==> config.mk <==
export PLATFORM = sky130hd
export DESIGN_NAME = regfile_write_arbiter
export DESIGN_NICKNAME = d
export VERILOG_FILES = /design/src/rtl/regfile_write_arbiter.sv
export SDC_FILE = /design/constraint.sdc
export NUM_CORES = 1
export LEC_CHECK = 0
export CORE_MARGIN = 2
export CORE_UTILIZATION = 25
export CTS_BUF_LIST = sky130_fd_sc_hd__clkbuf_2
export DETAILED_ROUTE_END_ITERATION = 12
export DONT_BUFFER_PORTS = 1
export PLACE_DENSITY_LB_ADDON = 0.05
export SYNTH_ARGS = -nofsm -noshare
export SYNTH_HDL_FRONTEND = slang
export SYNTH_SLANG_ARGS = --single-unit
==> constraint.sdc <==
create_clock -name Clk -period 2.9 [get_ports Clk]
set_input_delay 0.725 -clock Clk [delete_from_list [all_inputs] [get_ports Clk]]
set_output_delay 0.725 -clock Clk [all_outputs]
set_load 0.01 [all_outputs]
==> src/rtl/regfile_write_arbiter.sv <==
`default_nettype none
// ============================================================================
// Module      : regfile_write_arbiter
// Description : Round-robin arbiter sharing the register-file write port
//               between the ALU (A) and load (B) paths via a 1-stage buffer.
// Revision    : 1.0 - initial release
// ============================================================================
module regfile_write_arbiter #(
  parameter int DATA_WIDTH    = 16,
  parameter int ADDR_WIDTH    = 3,
  parameter int FLAGS_ADDRESS = 7
) (
  input  logic                     Clk,
  input  logic                     RstN,
  input  logic                     AValid,
  output logic                     AReady,
  input  logic [ADDR_WIDTH-1:0]    AAddr,
  input  logic [DATA_WIDTH-1:0]    AData,
  input  logic [DATA_WIDTH-1:0]    AFlags,
  input  logic                     AFlagsEn,
  input  logic                     BValid,
  output logic                     BReady,
  input  logic [ADDR_WIDTH-1:0]    BAddr,
  input  logic [DATA_WIDTH-1:0]    BData,
  input  logic [DATA_WIDTH-1:0]    BFlags,
  input  logic                     BFlagsEn,
  output logic                     WrEn,
  output logic [ADDR_WIDTH-1:0]    WrAddr,
  output logic [DATA_WIDTH-1:0]    WrData,
  output logic [DATA_WIDTH-1:0]    WrNewFlags,
  output logic                     WrUpdateFlags,
  output logic [(1<<ADDR_WIDTH)-1:0] RegBusy
);

  localparam int c_REG_COUNT = 1 << ADDR_WIDTH;

  typedef enum logic [0:0] {
    PRI_A = 1'b0,
    PRI_B = 1'b1
  } pri_t;

  pri_t r_pri;
  pri_t w_priNext;
  logic w_grantA;
  logic w_grantB;

  logic                  r_wrEn;
  logic [ADDR_WIDTH-1:0] r_wrAddr;
  logic [DATA_WIDTH-1:0] r_wrData;
  logic [DATA_WIDTH-1:0] r_wrNewFlags;
  logic                  r_wrUpdateFlags;
  logic [c_REG_COUNT-1:0] w_regBusy;

  // Grants are gated by RstN so neither requester sees Ready while in reset.
  always_comb begin
    w_grantA  = 1'b0;
    w_grantB  = 1'b0;
    w_priNext = r_pri;
    if (RstN) begin
      w_grantA = AValid && (!BValid || (r_pri == PRI_A));
      w_grantB = BValid && (!AValid || (r_pri == PRI_B));
    end
    if (w_grantA) begin
      w_priNext = PRI_B;
    end else if (w_grantB) begin
      w_priNext = PRI_A;
    end
  end

  always_ff @(posedge Clk or negedge RstN) begin
    if (!RstN) begin
      r_pri <= PRI_A;
    end else begin
      r_pri <= w_priNext;
    end
  end

  // Output buffer: always drained next cycle, so it is reloaded every edge.
  always_ff @(posedge Clk or negedge RstN) begin
    if (!RstN) begin
      r_wrEn          <= 1'b0;
      r_wrAddr        <= '0;
      r_wrData        <= '0;
      r_wrNewFlags    <= '0;
      r_wrUpdateFlags <= 1'b0;
    end else begin
      r_wrEn          <= w_grantA || w_grantB;
      r_wrUpdateFlags <= 1'b0;
      if (w_grantA) begin
        r_wrAddr        <= AAddr;
        r_wrData        <= AData;
        r_wrNewFlags    <= AFlags;
        r_wrUpdateFlags <= AFlagsEn;
      end else if (w_grantB) begin
        r_wrAddr        <= BAddr;
        r_wrData        <= BData;
        r_wrNewFlags    <= BFlags;
        r_wrUpdateFlags <= BFlagsEn;
      end
    end
  end

  always_comb begin
    w_regBusy = '0;
    if (r_wrEn) begin
      w_regBusy[r_wrAddr] = 1'b1;
    end
    if (r_wrUpdateFlags) begin
      w_regBusy[FLAGS_ADDRESS] = 1'b1;
    end
  end

  assign AReady        = w_grantA;
  assign BReady        = w_grantB;
  assign WrEn          = r_wrEn;
  assign WrAddr        = r_wrAddr;
  assign WrData        = r_wrData;
  assign WrNewFlags    = r_wrNewFlags;
  assign WrUpdateFlags = r_wrUpdateFlags;
  assign RegBusy       = w_regBusy;

endmodule
`default_nettype wire

==> results of run 1 <==
cell usage in the layout, fill, tap and decap left out, drive strengths merged:
cell,Yosys,layout
o21bai,1,1
nor3,2,2
o21a,1,1
o21ai,36,36
nand2b,3,3
and2,2,2
clkbuf,5,6
a22o,1,1
nor2,41,41
inv,1,1
nand2,6,6
nand3,35,35
a31oi,35,35
a21oi,1,1
buf,17,6
clkinv,0,2
dfrtp,38,38
cell usage after synthesis (2+ instances only):
| master | n | area, µm² |
|---|---|---|
| nand2b_1 | 3 | 18.77 |
| buf_4 | 3 | 22.52 |
| dfrtp_1 | 38 | 950.9 |
| a31oi_1 | 35 | 219.0 |
| nand2_1 | 6 | 22.52 |
| o21ai_1 | 30 | 150.1 |
| buf_2 | 8 | 40.04 |
| o21ai_0 | 6 | 30.03 |
| nor2_1 | 41 | 153.9 |
| nand3_1 | 35 | 175.2 |
| clkbuf_1 | 2 | 7.510 |
| and2_1 | 2 | 12.51 |
| buf_6 | 6 | 67.56 |
| nor3_1 | 2 | 10.01 |
| clkbuf_2 | 3 | 15.01 |
where the power goes:
group	leakage [nW]	internal [W]	switching, W
Sequential	0.429	0.000603	0.0000962
Clock	0.0304	0.0000595	0.000190
Combinational	0.273	0.0000775	0.000146
state kept, by name, summed over array words and instances (netlist names):
register	flops
WrNewFlags	16
WrAddr	3
WrEn	1
WrData	16
r_pri	1
WrUpdateFlags	1
worst reg2reg max path: stages (launching register included):
cell and delay (ns):
dfrtp_1 0.45, nand2_1 0.51, buf_4 0.37, nand3_1 0.12
a31oi_1 0.19
worst paths after layout:
check                                            end                  start  depth (start not counted)  slack [ns]
max                                       RegBusy[0]  WrAddr[0]$_DFFE_PN0P_                          2        0.78
min                            WrData[4]$_DFFE_PN0P_                   RstN                          1        0.13
max reg2reg                WrNewFlags[3]$_DFFE_PN0P_      r_pri$_DFFE_PN0P_                          4        1.21
min reg2reg                        r_pri$_DFFE_PN0P_      r_pri$_DFFE_PN0P_                          1        0.55
max in group asynchronous  WrNewFlags[1]$_DFFE_PN0P_                   RstN                          1        2.55
min in group Clk               WrData[1]$_DFFE_PN0P_               AData[1]                          2        0.45
cell type report:
type	count	area [µm²]	share of cell area
Clock buffer	6	30.03	0.01492
Clock inverter	2	8.758	0.004351
Inverter	1	3.754	0.001865
Multi-Input combinational cell	164	822.0	0.4083
Sequential cell	38	950.9	0.4723
Tap cell	102	127.6	0.06339
Timing Repair Buffer	6	70.07	0.03480
layer usage:
layer | vias to the layer above | share of wire | track usage
li1 | 786 | - | -
met1 | 823 | 0.42 | 0.1771
met2 | 87 | 0.47 | 0.2279
met3 | 7 | 0.091 | 0.04437
met4 | 0 | 0.020 | 0.04975
met5 | - | 0 | 0
per-stage QoR:
stage	hold slack, ns	instances	power [W]	utilization	cell area [µm²]
floorplan	0.4294	225	0.0008769	-	1928
global placement	0.4311	310	0.0009135	0.2569	1954
detailed placement	0.4307	310	0.0009234	0.2569	1954
CTS	0.1191	319	0.001189	0.2646	2013
global route	0.09149	319	0.001250	0.2646	2013
finish	0.1348	319	0.001172	0.2646	2013
logic make-up after synthesis:
family | share of synthesized area
DFF | 0.4932
buffers and inverters | 0.08111
and+or+nand+nor | 0.2038
AOI/OAI and AO/OA | 0.2219
==> impl_metrics.tcl, run 1 <==
set metrics [dict create \
    synth_edf_count 0 \
    cp.required_ns 2.17 \
    dp.final_hpwl_um 4004 \
    nNetsFinal 292 \
    critPathMaxStageDelay_ns 0.49 \
    numCtsBuffers 5 \
    die_area_um2 8431 \
    path_class "register to primary output" \
    synthFlopType "dfrtp_1" \
    start_util 0.2535 \
    syn_inst 225 \
    cts.repair.resized 0 \
    critPathMaxFanout 4 \
    hold_viol 0 \
    yosys_warnings 0 \
    clkTransAtPathRegs_ns 0.22 \
    avgSynthCellArea_um2 8.569 \
    drt_iter0_drc 67 \
    drive_gt1_frac 0.06452 \
    drc_errors 0 \
    grt_antenna_before_repair 0 \
    period_share 0.7311 \
    ios 123 \
    cp_top_family "simple AND/OR/NAND/NOR gates" \
    antenna_cells 0 \
    syn-cell-area_um2 1928 \
    nFillCells 860 \
    worstSkewPairLatency_ns 0.39 \
    critPathCaptureType "primary output" \
    synth.yosys.seq_area_share 0.4932 \
    rows 32 \
    status "finished, final reports clean" \
    finClkSkew_ns 0.01976 \
    cts_root_buf "clkbuf_2" \
    ys_ff_latch 38 \
    grt-ovfl-total 0 \
    die_width_um 91.82 \
    clk_path_buf_depth 2 \
    cts_htree_levels 2 \
    cp.arrival_ns 1.40 \
    drv_cap 0 \
    grt_pass1_vias 1655 \
    wl_um 5930 \
    irDropWorstVdd_uv 210.9 \
    synth_nets 301 \
    slew_viol_final 0 \
    timing.hold.worst.class "input port to asynchronous set/reset pin" \
    cts_tree "yes" \
    max_slew.worst_pin.slew_ns 0.6539 \
    drt-wirelength-per-cell_um 18.59 \
    vias 1703 \
    relSlewSlack 0.5630 \
    synth_cell_types 20 \
    fin_setup_tns_ns 0 \
    routabilityCongestion 0.7012 \
    vias_per_cell 5.339 \
    cts_hold_buf 1 \
    portBuffers 0 \
    grt_pass1_wl_um 9156 \
    cts.sinks 38 \
    path_buf_inv 0 \
    setup_violations 0 \
    fmax_mhz 471.7 \
    place_ws_ns 0.9270 \
    dr.pass1.iters 4 \
    postCtsSetupBuffers 0 \
    cp_cell_sequence "nand2b_1, nor3_1" \
    die_h_um 91.82 \
    p_leak_nw 0.7330 \
    finalCriticalPeriod_ns 2.120 \
    core-area_um2 7607 \
    grtUsageTotal 0.1408 \
    cp-start-kind "register" \
    power.density_nw_per_um2 582.1 \
    grt_max_degree 39 \
    setup_ws_ns 0.7799 \
    rsz0062_at_grt "no" \
    cp_slowest_cell "dfrtp_1" \
    ant_nets 0 \
    synth_async_sr_flop_share 1.000 \
    layout-area-overhead-vs-synth_pct 4.413 \
]
(Power assumes the default switching activity.)
==> run 2: changes to the inputs <==
==> constraint.sdc (replaced) <==
create_clock -name Clk -period 1.7 [get_ports Clk]
set_input_delay 0.425 -clock Clk [delete_from_list [all_inputs] [get_ports Clk]]
set_output_delay 0.425 -clock Clk [all_outputs]
set_load 0.01 [all_outputs]
==> run 2 against run 1 <==
Compared with the run above: via count grew 1.5%; combinational power up 99%; first-iteration DRC count rose by 7.5%; sequential power rose by 73%; sequential cell count stayed put; non-clock buffer count increased by 6; routed wire length shrank 0.25%; utilization increased by 2.3 points; critical endpoint is now RegBusy[2]; largest cell class unchanged.
==> impl_metrics.tcl, run 2 (synthesis results as in run 1) <==
set metrics [dict create \
    status "finished, final reports clean" \
    timing.hold.worst.class "input port to register" \
    grt-ovfl-total 0 \
    rsz0062_at_grt "yes" \
    clkTransAtPathRegs_ns 0.22 \
    pwr-share-seq 0.545 \
    die_h_um 91.82 \
    die_width_um 91.82 \
    die_area_um2 8431 \
    cts_htree_levels 2 \
    path_class "register to primary output" \
    pwr-share-comb 0.201 \
    setup_ws_ns 0.004074 \
    antenna_cells 0 \
    critPathCaptureType "primary output" \
    critPathMaxFanout 7 \
    final_cells 325 \
    rows 32 \
    path_buf_inv 0 \
    cp_slowest_cell "dfrtp_2" \
    grt_antenna_before_repair 0 \
    dr.pass1.iters 4 \
    irDropWorstVdd_uv 254.5 \
    grt_max_degree 72 \
    clk_path_buf_depth 2 \
    worstSkewPairLatency_ns 0.40 \
    layout-area-overhead-vs-synth_pct 13.50 \
    finalCriticalPeriod_ns 1.696 \
    max_slew.worst_pin.slew_ns 0.3271 \
    grt_pass1_vias 1766 \
    intPower_w 0.001447 \
    vias_per_cell 5.320 \
    cp_cell_sequence "nand2b_4, nor2_2" \
    core-area_um2 7607 \
    vias 1729 \
    grtUsageTotal 0.1417 \
    switchingPower_w 0.0007685 \
    cts_root_buf "clkbuf_2" \
    routabilityCongestion 0.6812 \
    place_ws_ns 0.2844 \
    slew_viol_final 0 \
    dp.final_hpwl_um 3933 \
    period_share 0.9976 \
    nNetsFinal 298 \
    final_cell_mix "35 x nand3_1, 35 x nor2_1, 35 x a31oi_1, 34 x dfrtp_1, 30 x o21ai_1" \
    ant_nets 0 \
    portBuffers 0 \
    cp-start-kind "register" \
    setup_violations 0 \
    fmax_mhz 589.6 \
    power_w 0.002215 \
    cts_tree "yes" \
    drive_gt1_frac 0.1794 \
    cp_top_family "flip-flops" \
    relSlewSlack 0.7819 \
    drc_errors 0 \
    drt-wirelength-per-cell_um 18.20 \
    drv_cap 0 \
    cp.arrival_ns 1.27 \
    wl_um 5915 \
    critPathMaxStageDelay_ns 0.55 \
    finClkSkew_ns 0.01446 \
    power.density_nw_per_um2 1012 \
    ios 123 \
    cts.sinks 38 \
    p_leak_nw 0.8032 \
    grt_pass1_wl_um 9301 \
    cp.required_ns 1.27 \
    start_util 0.2535 \
    drt_iter0_drc 72 \
    hold_viol 0 \
    numCtsBuffers 5 \
    place_inst 314 \
    switching_share 0.3469 \
    clock_power_share 0.254 \
]
-- run 2: cell count changes in the layout (fill, tap and decap cells not counted), moves of 3 or more --
cell      change
buf_4         +5
dfrtp_1       -4
dfrtp_2       +4
nand2b_1      -3
nand2b_4      +3
nor2_1        -6
nor2_4        +4
-- run 2: cell type report --
cell class | instances | area (µm²)
Clock buffer | 5 | 25.02
Clock inverter | 3 | 40.04
Fill cell | 836 | 5419
Inverter | 1 | 3.754
Multi-Input combinational cell | 164 | 918.4
Sequential cell | 38 | 955.9
Tap cell | 102 | 127.6
Timing Repair Buffer | 12 | 117.6
-- run 2: path summary, 6_finish.rpt --
path                                        from                         to  slack (ns)  depth (start not counted)
setup / recovery           WrAddr[2]$_DFFE_PN0P_                 RegBusy[2]       0.004                          2
hold / removal                         AData[14]     WrData[14]$_DFFE_PN0P_        0.15                          2
setup reg to reg               r_pri$_DFFE_PN0P_  WrNewFlags[9]$_DFFE_PN0P_        0.42                          4
hold reg to reg            WrData[5]$_DFFE_PN0P_      WrData[5]$_DFFE_PN0P_        0.62                          2
max in group asynchronous                   RstN     WrData[15]$_DFFE_PN0P_        1.03                          2
min in group asynchronous                   RstN     WrData[11]$_DFFE_PN0P_        0.45                          2
-- run 2: timing repair --
item	in CTS	in global routing
endpoints found under the setup margin	9	10
pin swaps	1	4
endpoints found under the hold margin	38	0
buffers inserted	0	1
hold buffers	2	0
gates resized for setup	16	12
-- run 2: power groups by stage --
stage / sequential [W] / clock [W] / combinational, W
final: 0.00121 / 0.000563 / 0.000445
after global routing: 0.00123 / 0.000638 / 0.000505
after CTS: 0.00120 / 0.000593 / 0.000418
after detailed placement: 0.00121 / 0 / 0.000377
after global placement: 0.00121 / 0 / 0.000359
after floorplan: 0.00118 / 0 / 0.000318
-- run 2: routing by layer --
layer	wire length (µm)	GRT usage	vias up
li1	-	-	802
met1	2488	0.1770	825
met2	2798	0.2273	92
met3	514	0.05012	10
met4	115	0.04851	0
met5	0	0	-
-- run 2: through the flow --
step,hold slack (ns),setup TNS (ns),area [µm²],utilization
2_1_floorplan,0.1294,0,1928,-
3_5_place_dp,0.1306,0,1984,0.2609
3_3_place_gp,0.1308,0,1984,0.2609
6_report,0.1488,0,2188,0.2877
5_1_grt,0.09869,-0.6925,2188,0.2877
4_1_cts,0.1104,-0.3376,2127,0.2796
==> run 3: changes to the inputs <==
--- a/config.mk
+++ b/config.mk
@@ -10,7 +10,9 @@
 export CTS_BUF_LIST = sky130_fd_sc_hd__clkbuf_2
 export DETAILED_ROUTE_END_ITERATION = 12
 export DONT_BUFFER_PORTS = 1
+export GPL_ROUTABILITY_DRIVEN = 0
 export PLACE_DENSITY_LB_ADDON = 0.05
+export SETUP_SLACK_MARGIN = 0.5
 export SYNTH_ARGS = -nofsm -noshare
 export SYNTH_HDL_FRONTEND = slang
 export SYNTH_SLANG_ARGS = --single-unit
==> constraint.sdc (replaced) <==
create_clock -name Clk -period 1.5 [get_ports Clk]
set_input_delay 0.375 -clock Clk [delete_from_list [all_inputs] [get_ports Clk]]
set_output_delay 0.375 -clock Clk [all_outputs]
set_load 0.01 [all_outputs]
==> run 3 against run 2 <==
Compared with the run above: the flow now finishes with violations (hold timing, setup timing); cell count up 4.3%; first-iteration DRC count down 1.4%; count of clock-buffer cells in the layout up 1; worst hold slack worse by 0.52 ns; die area unchanged; worst setup slack worse by 0.13 ns; routed wire length up 19%; combinational power up 100%; sequential power up 13%; clock skew down 0.0034 ns; critical endpoint is now RegBusy[4]; largest cell class is now multi-input combinational cells; largest power group unchanged.
==> impl_metrics.tcl, run 3 (synthesis results as in run 1) <==
set metrics [dict create \
    final_common_cell "nor2_1" \
    final_area_um2 2875 \
    start_util 0.2535 \
    r2r_slack_ns 0.12 \
    cts_tree "yes" \
    wl_um 7029 \
    die_width_um 91.82 \
    drc_errors 0 \
    max_slew.worst_pin.slew_ns 0.4031 \
    ios 123 \
    vias_per_cell 5.375 \
    period_share 1.086 \
    startpoint "WrAddr[1]$_DFFE_PN0P_" \
    cp_top_family "flip-flops" \
    status "complete, but fails checks" \
    irDropWorstVdd_uv 344.1 \
    numCtsBuffers 5 \
    grtUsageTotal 0.1652 \
    nFillCells 776 \
    worstSkewPairLatency_ns 0.39 \
    vias 1822 \
    grt_max_degree 72 \
    cp.required_ns 1.12 \
    cp.arrival_ns 1.25 \
    hold_viol 38 \
    rsz0062_at_grt "yes" \
    drt_iter0_drc 71 \
    critPathMaxFanout 7 \
    cp_cell_sequence "nand2b_4, nor2_2" \
    rows 32 \
    portBuffers 0 \
    power.density_nw_per_um2 955.7 \
    place_inst 313 \
    final_cells 339 \
    crit_end "RegBusy[4]" \
    cts_htree_levels 2 \
    path_buf_inv 0 \
    cp-start-kind "register" \
    holdWs_ns -0.3693 \
    die_h_um 91.82 \
    critPathCaptureType "primary output" \
    timing.hold.worst.class "input port to asynchronous set/reset pin" \
    cp_slowest_cell "dfrtp_2" \
    grt_antenna_before_repair 0 \
    cts_root_buf "clkbuf_2" \
    drt-wirelength-per-cell_um 20.73 \
    layout-area-overhead-vs-synth_pct 49.12 \
    drive_gt1_frac 0.5148 \
    grt_pass1_wl_um 10700 \
    violations "hold timing, setup timing" \
    dp.final_hpwl_um 3951 \
    final_cell_mix "35 x nor2_1, 33 x dfrtp_1, 31 x a31oi_1, 30 x nand3_2, 24 x o21ai_2" \
    r2r_cells 7 \
    clk_path_buf_depth 2 \
    relSlewSlack 0.7313 \
    clkTransAtPathRegs_ns 0.21 \
    setup_violations 8 \
    grt-ovfl-total 0 \
    dpl-instance-area_um2 2046 \
    core-area_um2 7607 \
    nNetsFinal 312 \
    antenna_cells 0 \
    cts.sinks 38 \
    path_class "register to primary output" \
    die_area_um2 8431 \
    dr.pass1.iters 4 \
    critPathMaxStageDelay_ns 0.54 \
    slew_viol_final 0 \
    worstReg2RegStart "r_pri$_DFFE_PN0P_" \
    grt_pass1_vias 2005 \
    power_w 0.002748 \
    fmax_mhz 614.1 \
    post-route-util 0.3780 \
    finalCriticalPeriod_ns 1.628 \
    setup_ws_ns -0.1283 \
    p_leak_nw 1.019 \
    ant_nets 0 \
    r2r_end "WrData[6]$_DFFE_PN0P_" \
    cp_num_cells 2 \
    finClkSkew_ns 0.01106 \
    drv_cap 0 \
    fin_setup_tns_ns -0.9145 \
]
-- run 3: cell count changes in the layout (fill, tap and decap cells not counted), sizes merged --
| cell | before | now |
|---|---|---|
| dlygate4sd3 | 1 | 0 |
| clkbuf | 5 | 7 |
| bufinv | 1 | 0 |
| buf | 11 | 25 |
-- run 3: what timing repair did --
item / CTS / global route
setup buffers: 9 / 2
pin swaps: 61 / 40
endpoints found under the setup margin: 83 / 83
cloned: 6 / 1
hold endpoints to repair: 38 / 38
resized for setup: 85 / 31
-- run 3: routing by layer --
| metal | wire length (µm) | up-vias | global-route usage | part of all wire |
|---|---|---|---|---|
| met3 | 501 | 6 | 0.04601 | 0.071 |
| met5 | 0 | - | 0 | 0 |
| met1 | 2827 | 888 | 0.1990 | 0.40 |
| met4 | 71 | 0 | 0.04975 | 0.010 |
| met2 | 3628 | 85 | 0.2868 | 0.52 |
| li1 | - | 843 | - | - |
-- run 3: final cells by class --
class,count,area [µm²],area share
clock buffers,6,30.03,0.01044
clock inverters,2,8.758,0.003046
inverters,1,3.754,0.001305
multi-input cells,164,1306,0.4543
flip-flops and latches,38,957.2,0.3329
well taps,102,127.6,0.04439
repair buffers,26,441.7,0.1536
-- run 3: worst min path at each step --
stage,from,to,slack (ns),cells after the start
CTS,RstN,WrAddr[0]$_DFFE_PN0P_,-0.40,0
global route,RstN,WrNewFlags[14]$_DFFE_PN0P_,-0.43,0
global placement,RstN,WrData[14]$_DFFE_PN0P_,0.08,0
finish,RstN,WrData[14]$_DFFE_PN0P_,-0.37,0
floorplan,RstN,WrAddr[0]$_DFFE_PN0P_,0.08,0
detailed placement,RstN,WrData[14]$_DFFE_PN0P_,0.08,0
-- run 3: stage by stage --
step | hold slack, ns | setup WS [ns]
finish | -0.3693 | -0.1283
floorplan | 0.07941 | 0.3325
global placement | 0.08036 | 0.2338
global route | -0.4335 | -0.2203
detailed placement | 0.08029 | 0.1075
CTS | -0.3991 | -0.1645
-- run 3: power breakdown --
part,leakage (nW),internal (W),switching (W)
clock,0.0304,0.000115,0.000359
combinational,0.564,0.000457,0.000452
sequential,0.425,0.00117,0.000196
total,1.02,0.00174,0.00101
-- run 3: worst reg2reg max path: stages, from the launching register on --
cell	delay (ns)
dfrtp_1	0.46
buf_6	0.13
buf_6	0.12
nand2_8	0.11
buf_6	0.12
buf_12	0.13
nand3_2	0.07
a31oi_1	0.18
